**config.mk**
```make
export PLATFORM = sky130hd
export DESIGN_NAME = mem_port_arbiter
export DESIGN_NICKNAME = d
export VERILOG_FILES = /design/src/rtl/mem_port_arbiter.sv
export SDC_FILE = /design/constraint.sdc
export NUM_CORES = 1
export LEC_CHECK = 0
export BUFFER_PORTS_ARGS = -buffer_cell sky130_fd_sc_hd__buf_2
export CORE_MARGIN = 2
export CORE_UTILIZATION = 25
export DETAILED_ROUTE_END_ITERATION = 8
export MAX_ROUTING_LAYER = met4
export SKIP_LAST_GASP = 1
export SYNTH_ARGS = -nofsm -noshare
export SYNTH_HDL_FRONTEND = slang
export SYNTH_SLANG_ARGS = --single-unit
```
**constraint.sdc**
```tcl
create_clock -name clk -period 5.6 [get_ports clk]
set_clock_uncertainty 0.15 [all_clocks]
set_input_delay 0.84 -clock clk [delete_from_list [all_inputs] [get_ports clk]]
set_output_delay 0.84 -clock clk [all_outputs]
set_load 0.01 [all_outputs]
```
**src/rtl/mem_port_arbiter.sv**
```systemverilog
// Shares one memory port between the IF and MEM pipeline stages.
// Data accesses have priority, and a starvation counter forces a fetch through after STARVE_MAX data grants.
module mem_port_arbiter #(
  parameter int ADDR_W     = 32,
  parameter int DATA_W     = 32,
  parameter int STARVE_MAX = 4
) (
  input  logic                clk,
  input  logic                reset,
  input  logic                if_req,
  input  logic [ADDR_W-1:0]   if_addr,
  output logic [DATA_W-1:0]   if_rdata,
  output logic                if_ack,
  input  logic                dm_read,
  input  logic                dm_write,
  input  logic [ADDR_W-1:0]   dm_addr,
  input  logic [DATA_W-1:0]   dm_wdata,
  input  logic [DATA_W/8-1:0] dm_be,
  output logic [DATA_W-1:0]   dm_rdata,
  output logic                dm_ack,
  output logic                mem_req,
  output logic                mem_we,
  output logic [ADDR_W-1:0]   mem_addr,
  output logic [DATA_W-1:0]   mem_wdata,
  output logic [DATA_W/8-1:0] mem_be,
  input  logic [DATA_W-1:0]   mem_rdata,
  input  logic                mem_ready,
  output logic                stall_if,
  output logic                stall_mem,
  output logic                busy
);

  localparam int CNT_W = $clog2(STARVE_MAX + 1);
  localparam logic [CNT_W-1:0] CNT_MAX = CNT_W'(STARVE_MAX);

  typedef enum logic [1:0] {
    IDLE  = 2'd0,
    FETCH = 2'd1,
    DATA  = 2'd2
  } state_t;

  state_t           state;
  state_t           state_nxt;
  logic [CNT_W-1:0] starve_cnt;
  logic             dm_req;
  logic             if_elig;
  logic             dm_elig;
  logic             starved;
  logic             grant_if;
  logic             grant_dm;

  assign dm_req  = dm_read | dm_write;
  // A requester whose ack is high this cycle is still showing its old request.
  assign if_elig = if_req & ~if_ack;
  assign dm_elig = dm_req & ~dm_ack;
  assign starved = (starve_cnt == CNT_MAX);

  assign grant_if = (state == IDLE) & if_elig & (~dm_elig | starved);
  assign grant_dm = (state == IDLE) & dm_elig & ~grant_if;

  assign stall_if  = if_req & ~if_ack;
  assign stall_mem = dm_req & ~dm_ack;
  assign busy      = (state != IDLE);

  always_comb begin
    // NOTE: next-state gets a default before the case so no path leaves it unassigned (no latch).
    state_nxt = state;
    unique case (state)
      IDLE: begin
        if (grant_if)      state_nxt = FETCH;
        else if (grant_dm) state_nxt = DATA;
      end
      FETCH, DATA: begin
        if (mem_ready) state_nxt = IDLE;
      end
      default: state_nxt = IDLE;
    endcase
  end

  // NOTE: all clocked state uses non-blocking assignments so every register samples pre-edge values.
  always_ff @(posedge clk) begin
    if (reset) state <= IDLE;
    else       state <= state_nxt;
  end

  always_ff @(posedge clk) begin
    if (reset) begin
      starve_cnt <= '0;
      mem_req    <= 1'b0;
      mem_we     <= 1'b0;
      mem_addr   <= '0;
      mem_wdata  <= '0;
      mem_be     <= '0;
      if_ack     <= 1'b0;
      dm_ack     <= 1'b0;
      if_rdata   <= '0;
      dm_rdata   <= '0;
    end else begin
      if_ack <= 1'b0;
      dm_ack <= 1'b0;
      unique case (state)
        IDLE: begin
          if (grant_if) begin
            mem_req    <= 1'b1;
            mem_we     <= 1'b0;
            mem_addr   <= if_addr;
            mem_wdata  <= '0;
            mem_be     <= '1;
            starve_cnt <= '0;
          end else if (grant_dm) begin
            mem_req   <= 1'b1;
            mem_we    <= dm_write;
            mem_addr  <= dm_addr;
            mem_wdata <= dm_wdata;
            mem_be    <= dm_be;
            if (if_elig && !starved) starve_cnt <= starve_cnt + 1'b1;
          end
        end
        FETCH: begin
          if (mem_ready) begin
            mem_req  <= 1'b0;
            if_rdata <= mem_rdata;
            if_ack   <= 1'b1;
          end
        end
        DATA: begin
          if (mem_ready) begin
            mem_req  <= 1'b0;
            dm_rdata <= mem_we ? '0 : mem_rdata;
            dm_ack   <= 1'b1;
          end
        end
        default: mem_req <= 1'b0;
      endcase
    end
  end

endmodule

```
==> results of run 1 <==
[state kept, by name (all words and copies together), names as in the netlist]
signal	flops
mem_wdata	32
dm_rdata	32
if_rdata	32
state	2
mem_req	1
if_ack	1
mem_be	4
mem_we	1
mem_addr	32
dm_ack	1
starve_cnt	3
[per-stage QoR]
| stage | instance area (um2) | setup WS [ns] | hold WS [ns] |
|---|---|---|---|
| after global routing | 7156 | 2.698 | 0.3166 |
| after detailed placement | 6560 | 2.576 | 0.2945 |
| after CTS | 7156 | 2.874 | 0.3036 |
| after floorplan | 4969 | 3.448 | 0.3028 |
| final | 7156 | 2.896 | 0.3032 |
| after global placement | 6560 | 2.580 | 0.2904 |
[final cells by class]
cell class,instances,area [um2]
multi-input combinational,307,1942
clock inverter,14,156.4
timing repair buffer,283,1434
inverter,8,30.03
sequential,141,2823
fill,2019,12310
tap,265,331.6
clock buffer,18,439.2
[routing by layer]
metal | routed length (um) | vias to the layer above | global-route usage
met5 | 0 | - | -
met4 | 136 | 0 | 0.04208
met3 | 1073 | 10 | 0.05031
met2 | 7269 | 175 | 0.2414
met1 | 6711 | 2165 | 0.1765
li1 | - | 2289 | -
[placed cells by master (no fill, tap or decap), drive strengths merged, types with 4 or more instances in the layout]
master  count
a21oi      39
a22o       65
and2        4
buf       283
clkbuf     18
clkinv      6
dfxtp     141
ha          5
inv        13
nand2      69
nor2       41
nor3       34
o22ai      38
[how the worst max path moves through the flow]
stage | start | end | slack [ns] | depth (start not counted)
global route | starve_cnt[0]$_SDFFE_PP0P_ | mem_wdata[17]$_SDFFE_PP0P_ | 2.70 | 6
CTS | starve_cnt[0]$_SDFFE_PP0P_ | mem_wdata[12]$_SDFFE_PP0P_ | 2.87 | 6
floorplan | dm_write | stall_mem | 3.45 | 2
global placement | dm_write | mem_we$_SDFFE_PP0P_ | 2.58 | 5
detailed placement | dm_write | mem_wdata[28]$_SDFFE_PP0P_ | 2.58 | 5
finish | starve_cnt[0]$_SDFFE_PP0P_ | mem_wdata[9]$_SDFFE_PP0P_ | 2.90 | 6
[power by group through the flow]
stage | registers [W] | clock network, W | logic [W]
floorplan | 0.00120 | 0 | 0.000234
detailed placement | 0.00116 | 0 | 0.000458
CTS | 0.00114 | 0.00117 | 0.000458
global placement | 0.00116 | 0 | 0.000453
finish | 0.00114 | 0.00113 | 0.000450
global route | 0.00115 | 0.00123 | 0.000495
[critical path, cell delays in order (launching register included)]
cell     delay (ns)
dfxtp_1        0.35
inv_1          0.06
ha_1           0.20
and2_1         0.20
a211o_2        0.69
nor2_4         0.71
a22o_1         0.25
[kinds of logic after synthesis]
kind of cell    after synthesis
flops                       141
buf+inv                      45
simple gates                154
fa+ha+maj                     5
compound gates              148
==> results.toml, run 1 <==
[clocking]
root_buffer = "clkbuf_16"
cts_tree = "built"
postCtsSetupBuffers = 0
cts_buffers = 17
postCtsHoldBufs = 0
htreeDepth = 4
clkTransAtPathRegs_ns = 0.06
cts-resized-gates = 0
clock-sinks = 141
max-clock-path-buffers = 2
clk_latency_ns = 0.41

[floorplanning]
die-area_um2 = 21020
core_um2 = 19460
io_pins = 277
chipHeight_um = 145.0
start_util = 0.2553
row_count = 51
chipWidth_um = 145.0

[synth]
ys_ff_latch = 141
synthSimpleGateAreaFrac = 0.1345
synth_top_family_by_area = "compound AO/OA/AOI/OAI gates"
syn_area_um2 = 4969
synthXorXnorAreaFrac = 0
ys_seq_area_frac = 0.5681
ys.flop_type = "dfxtp_1"
netlist_top_cells_area = "dfxtp_1 57%, a22o_1 11%, nand2_1 5.2%"
synthDistinctLibCells = 31
synth-edff-count = 0
yosysTopAreaCell = "dfxtp_1"
ys_warn_count = 0
synth_compound_area_frac = 0.2405
synth_cells = 493
yosys.area_share.adder = 0.01259
syn_nets = 636
ys_async_sr_fraction = 0
yosysMostFrequentCell = "dfxtp_1"
synth.top_cell.area_share = 0.5681
post_synth.cell_area_avg_um2 = 10.08
muxShareOfSynthArea = 0
synthTopCellsByCount = "141 x dfxtp_1, 69 x nand2_1, 65 x a22o_1"

[place]
dp.cells = 1004
gp_congestion = 0.7913
place_hpwl_mm = 10.57
port_buffers = 276

[pwr]
seq_power_share = 0.419
pwr-share-comb = 0.165
leakagePower_nw = 3.377
p_clk_frac = 0.416
vdd_drop_max_mv = 0.1892
p_switching_w = 0.0007575
netSwitchingFraction = 0.2776
power_w = 0.002728
p_per_area_nw_per_um2 = 381.3
cellInternalPower_w = 0.001971

[setup_path]
reg2reg_depth = 6
crit_arrival_ns = 2.90
critPathKind = "reg2reg"
r2r_end = "mem_wdata[9]$_SDFFE_PP0P_"
cp_max_fo = 38
reg2reg_slack_ns = 2.90
worst_setup_path_end_kind = "flip-flop"
start_kind = "flip-flop"
required_ns = 5.80
r2r-start = "starve_cnt[0]$_SDFFE_PP0P_"

[min_path]
hold_class = "reg2reg"
worstHoldStart = "if_rdata[24]$_SDFFE_PP0P_"
min_delay_path_depth = 2
holdPathEnd = "if_rdata[24]$_SDFFE_PP0P_"

[detailed_routing]
wl_mm = 15.19
drc = 0
viasPerCell = 4.478
wl_per_cell_um = 14.66
dr.first_iter.drc_count = 206
drt_pass1_iterations = 4
vias = 4639
antenna_left = 0

[run_status]
status = "complete, no violations"

[layout]
area_growth_syn_to_layout_pct = 44.02
post-route-util = 0.3677
antenna_cells = 0
nNetsFinal = 901
drive_above_1_share = 0.4501
fin_cells = 1036

[global_routing]
antenna_found_initial = 0
gr-usage-all-layers = 0.1489
grt_first_pass_wirelength_mm = 24.37
grt_pass1_vias = 4612
grt_start_max_net_pins = 45
grt_overflow = 0

[sta]
post-route-period-util = 0.4829
slew_violations = 0
rsz0062_at_grt = "no"
finalSetupTns_ns = 0
finalCriticalPeriod_ns = 2.704
slew_headroom = 0.2036
hold_violations = 0
worst_slew_pin_slew_ns = 1.192
fmax_ghz = 0.3698
setup_viol = 0

[flow_run]
drv_cap = 0
No activity file was read; power rests on OpenSTA's default activity.
==> run 2: changes to the inputs <==
- ABC_AREA: default -> 1
- clock period: 5.6 -> 2.15 ns (I/O delays scaled with it)
==> results.toml, run 2 <==
[run_status]
status = "complete, no violations"

[setup_path]
start_kind = "flip-flop"
cp_cell_sequence = "inv_1 -> ha_1 -> nand3_2 -> buf_4 -> clkinv_1 -> buf_4 -> nand3_1 -> a21oi_1"
crit_slowest_cell = "buf_4"
crit_top_cell = "buf_4"
crit_arrival_ns = 2.09
worst_setup_path_end_kind = "flip-flop"
cp_max_fo = 37
critPathKind = "reg2reg"
reg2reg_depth = 8
cp_slowest_stage_delay_ns = 0.34
required_ns = 2.29

[layout]
area_growth_syn_to_layout_pct = 44.80
fillers = 2414
mostFrequentLayoutCells = "276 x buf_2, 154 x nand2_1, 141 x dfxtp_1"
post-route-util = 0.3694
nNetsFinal = 1228
drive_above_1_share = 0.3069
layout_commonest_cell = "buf_2"
fin_cells = 1386

[clocking]
root_buffer = "clkbuf_16"
htreeDepth = 4
clk_latency_ns = 0.41
clkTransAtPathRegs_ns = 0.06
clock-sinks = 141
postCtsSetupBuffers = 0
max-clock-path-buffers = 2
cts_tree = "built"
cts_buffers = 17

[global_routing]
grt_start_max_net_pins = 69
antenna_found_initial = 3
grt_overflow = 0
grt_pass1_vias = 5756
gr-usage-all-layers = 0.1613
grt_first_pass_wirelength_mm = 30.07

[detailed_routing]
wl_per_cell_um = 14.11
drc = 0
dr.first_iter.drc_count = 457
vias = 6152
antenna_left = 0
wl_mm = 19.55
viasPerCell = 4.439
drt_pass1_iterations = 5

[floorplanning]
start_util = 0.2551
chipHeight_um = 156.0
die-area_um2 = 24330
core_um2 = 22640
row_count = 55
chipWidth_um = 156.0
io_pins = 277

[sta]
hold_violations = 0
rsz0062_at_grt = "no"
slew_violations = 0
setup_viol = 0
finalCriticalPeriod_ns = 1.958
slew_headroom = 0.7222
fmax_ghz = 0.5108
post-route-period-util = 0.9106
finalSetupTns_ns = 0
worst_slew_pin_slew_ns = 0.4168
hold_slack_ns = 0.02323

[synth]
syn_area_um2 = 5776
synth_cells = 792
yosysMostFrequentCell = "nand2_1"
ys_async_sr_fraction = 0
synthTopCellsByCount = "154 x nand2_1, 141 x dfxtp_1, 132 x nand3_1"
ys_ff_latch = 141
synth-edff-count = 0
netlist_top_cells_area = "dfxtp_1 49%, nand3_1 11%, nand2_1 10%"
ys.flop_type = "dfxtp_1"
ys_warn_count = 0
synth.top_cell.area_share = 0.4887
synthDistinctLibCells = 24
post_synth.cell_area_avg_um2 = 7.292
yosysTopAreaCell = "dfxtp_1"
ys_seq_area_frac = 0.4887
syn_nets = 935

[min_path]
hold_class = "in2reg"
min_delay_path_depth = 3

[pwr]
power_w = 0.008635
vdd_drop_max_mv = 0.4812
p_per_area_nw_per_um2 = 1033
leakagePower_nw = 4.323

[place]
place_hpwl_mm = 13.10
port_buffers = 276
dp.cells = 1314
gp_congestion = 0.7689

[flow_run]
drv_cap = 0
[run 2: cell types whose count changed in the layout (fill, tap and decap cells not counted), moves of 6 or more]
cell	previous run	this run
buf_4	7	13
inv_1	6	81
nor3_1	33	4
nor2_1	39	72
o22ai_2	20	0
a21oi_1	37	69
nand3_1	2	132
a22o_1	65	0
dlygate4sd3_1	0	37
o22ai_1	18	0
o21ai_0	1	63
nand2_1	69	154
[run 2: cell type report]
type                    count  area [um2]  share of cell area
diodes                      3       7.507           0.0008977
flip-flops and latches    141        2823              0.3375
clock buffers              18       439.2             0.05251
inverters                  86       322.8             0.03860
repair buffers            330        1929              0.2307
multi-input cells         509        2345              0.2804
well taps                 285       356.6             0.04264
clock inverters            14       140.1             0.01676
[run 2: cells by family after synthesis]
| logic type | synth area share |
|---|---|
| compound gates | 0.1168 |
| xor+xnor | 0.001517 |
| fa+ha+maj | 0.01083 |
| buf+inv | 0.1057 |
| flops | 0.4887 |
| simple gates | 0.2764 |
[run 2: worst paths after layout]
| kind | start | to | slack, ns |
|---|---|---|---|
| max reg2reg | state[0]$_SDFFE_PP0P_ | mem_wdata[7]$_SDFFE_PP0P_ | 0.19 |
| min reg2reg | mem_wdata[29]$_SDFFE_PP0P_ | mem_wdata[29]$_SDFFE_PP0P_ | 0.31 |
| max | state[0]$_SDFFE_PP0P_ | mem_wdata[7]$_SDFFE_PP0P_ | 0.19 |
| min | mem_rdata[22] | dm_rdata[22]$_SDFFE_PP0P_ | 0.02 |
[run 2: power breakdown]
group / switching, W / total [W] / internal (W)
Clock: 0.00131 / 0.00288 / 0.00158
Combinational: 0.00156 / 0.00250 / 0.000935
Sequential: 0.000213 / 0.00326 / 0.00304
Total: 0.00308 / 0.00864 / 0.00556
[run 2: routing by layer]
layer,vias up,GRT usage,wire length [um]
li1,3128,-,-
met1,2775,0.1897,8536
met2,233,0.2676,9191
met3,16,0.05000,1555
met4,0,0.04325,269
met5,-,-,0
[run 2: worst max-delay path, delay by kind of cell (launching register included)]
kind	cells	cell delay [ns]
and+or+nand+nor	2	0.21
AOI/OAI and AO/OA	1	0.06
adders and majority gates	1	0.28
DFF	1	0.33
buffers and inverters	4	0.80
[run 2: repair_timing]
item,in CTS,in global routing
hold buffers,37,0
gates resized for setup,0,0
hold endpoints to repair,41,0
[run 2: stage by stage]
step / setup WS (ns) / area, um2
3_5_place_dp: 0.2022 / 7406
4_1_cts: 0.1939 / 8356
2_1_floorplan: 0.5225 / 5776
3_3_place_gp: 0.2298 / 7406
6_report: 0.1921 / 8363
5_1_grt: 0.02829 / 8363
==> run 3: changes to the inputs <==
- clock period: 2.15 -> 1.6 ns (I/O delays scaled with it)
==> results.toml, run 3 (synthesis results as in run 2) <==
[run_status]
status = "finished with violations"
failed_checks = "setup timing"

[layout]
mostFrequentLayoutCells = "274 x buf_2, 149 x nand2_1, 136 x dfxtp_1"
layout_commonest_cell = "buf_2"
fin_cells = 1504
seq_area_um2 = 2829
fillers = 2215
drive_above_1_share = 0.3394
nNetsFinal = 1347
area_growth_syn_to_layout_pct = 73.85
multi_input_area_um2 = 2542
stdcell_area_um2 = 10040

[global_routing]
grt_first_pass_wirelength_mm = 31.98
grt_pass1_vias = 6335
grt.met3_usage = 0.04972
use_met1 = 0.1922
grt_overflow = 0
grt-busiest-layer = "met2"
antenna_found_initial = 2
grt_start_max_net_pins = 69
grt_use_met2 = 0.2931
gr-usage-all-layers = 0.1710

[floorplanning]
chipHeight_um = 156.0
die-area_um2 = 24330
core_um2 = 22640
row_count = 55
start_util = 0.2551
io_pins = 277
chipWidth_um = 156.0

[detailed_routing]
vias = 6763
viasPerCell = 4.497
drc = 0
antenna_left = 0
drt_pass1_iterations = 5
wl_mm = 22.64
wl_per_cell_um = 15.06
dr.first_iter.drc_count = 466

[setup_path]
required_ns = 1.80
crit_arrival_ns = 1.81
r2r-start = "state[1]$_SDFFE_PP0P_"
startpoint = "state[1]$_SDFFE_PP0P_"
worst_setup_path_end_kind = "flip-flop"
cp_max_fo = 7
start_kind = "flip-flop"
critPathKind = "reg2reg"

[sta]
finalCriticalPeriod_ns = 1.607
worst_slew_pin_slew_ns = 0.3585
finalSetupTns_ns = -0.008902
layout_setup_ws_ns = -0.007465
fmax_ghz = 0.6221
hold_slack_ns = 0.003591
rsz0062_at_grt = "yes"
slew_headroom = 0.7610
post-route-period-util = 1.005
setup_viol = 2
hold_violations = 0
slew_violations = 0

[min_path]
worstHoldStart = "dm_addr[17]"
hold_class = "in2reg"

[pwr]
p_per_area_nw_per_um2 = 1305
leakagePower_nw = 5.018
vdd_drop_max_mv = 0.5738

[place]
detailed_place.area_um2 = 7696
port_buffers = 276
dp.cells = 1334
place_hpwl_mm = 13.46
gp_congestion = 0.7965

[clocking]
htreeDepth = 4
root_buffer = "clkbuf_16"
cts_tree = "built"
max-clock-path-buffers = 2
cts_buffers = 17
clock-sinks = 141
clkTransAtPathRegs_ns = 0.06
clk_latency_ns = 0.42

[flow_run]
drv_cap = 0
run 3: repair_timing:
item	4_1_cts	5_1_grt
endpoints found under the setup margin	69	108
hold endpoints to repair	132	0
pin swaps	1	20
hold buffers	120	0
setup buffers	1	4
resized for setup	12	68
cloned	0	12
run 3: critical path, stage by stage, from the launching register on:
cell	delay [ns]
dfxtp_2	0.33
inv_2	0.08
ha_4	0.16
inv_4	0.05
nor2_8	0.16
buf_8	0.18
clkbuf_16	0.17
nand3_1	0.08
nand2_1	0.08
nand2_1	0.05
inv_1	0.05
run 3: power breakdown:
| group | switching, W | leakage (nW) | internal, W |
|---|---|---|---|
| sequential | 0.000282 | 1.16 | 0.00409 |
| combinational | 0.00250 | 3.57 | 0.00206 |
| clock | 0.00169 | 0.295 | 0.00248 |
| total | 0.00447 | 5.02 | 0.00864 |
run 3: cell type report:
| class | count | area share |
|---|---|---|
| Timing Repair Buffer | 448 | 0.3348 |
| Sequential cell | 141 | 0.2817 |
| Multi-Input combinational cell | 510 | 0.2532 |
| Clock buffer | 17 | 0.04237 |
| Tap cell | 285 | 0.03551 |
| Inverter | 86 | 0.03340 |
| Clock inverter | 15 | 0.01844 |
| Antenna cell | 2 | 0.0004984 |
run 3: metal layers:
| layer | part of all wire | vias up |
|---|---|---|
| li1 | - | 3371 |
| met1 | 0.41 | 3052 |
| met2 | 0.49 | 305 |
| met3 | 0.082 | 35 |
| met4 | 0.019 | 0 |
| met5 | 0 | - |
run 3: through the flow:
step / utilization / total power [W] / setup slack, ns
after floorplan: - / 0.006493 / 0.01988
after global placement: 0.3399 / 0.008183 / -0.06975
after detailed placement: 0.3399 / 0.008228 / -0.1229
after CTS: 0.4216 / 0.01274 / -0.08094
after global routing: 0.4435 / 0.01390 / -0.09896
final: 0.4435 / 0.01310 / -0.007465
run 3: worst paths after layout:
path	slack (ns)	endpoint	cells after the start
setup / recovery	-0.007	mem_addr[16]$_SDFFE_PP0P_	10
hold / removal	0.004	mem_addr[17]$_SDFFE_PP0P_	5
setup reg to reg	-0.007	mem_addr[16]$_SDFFE_PP0P_	10
hold reg to reg	0.31	mem_wdata[11]$_SDFFE_PP0P_	2
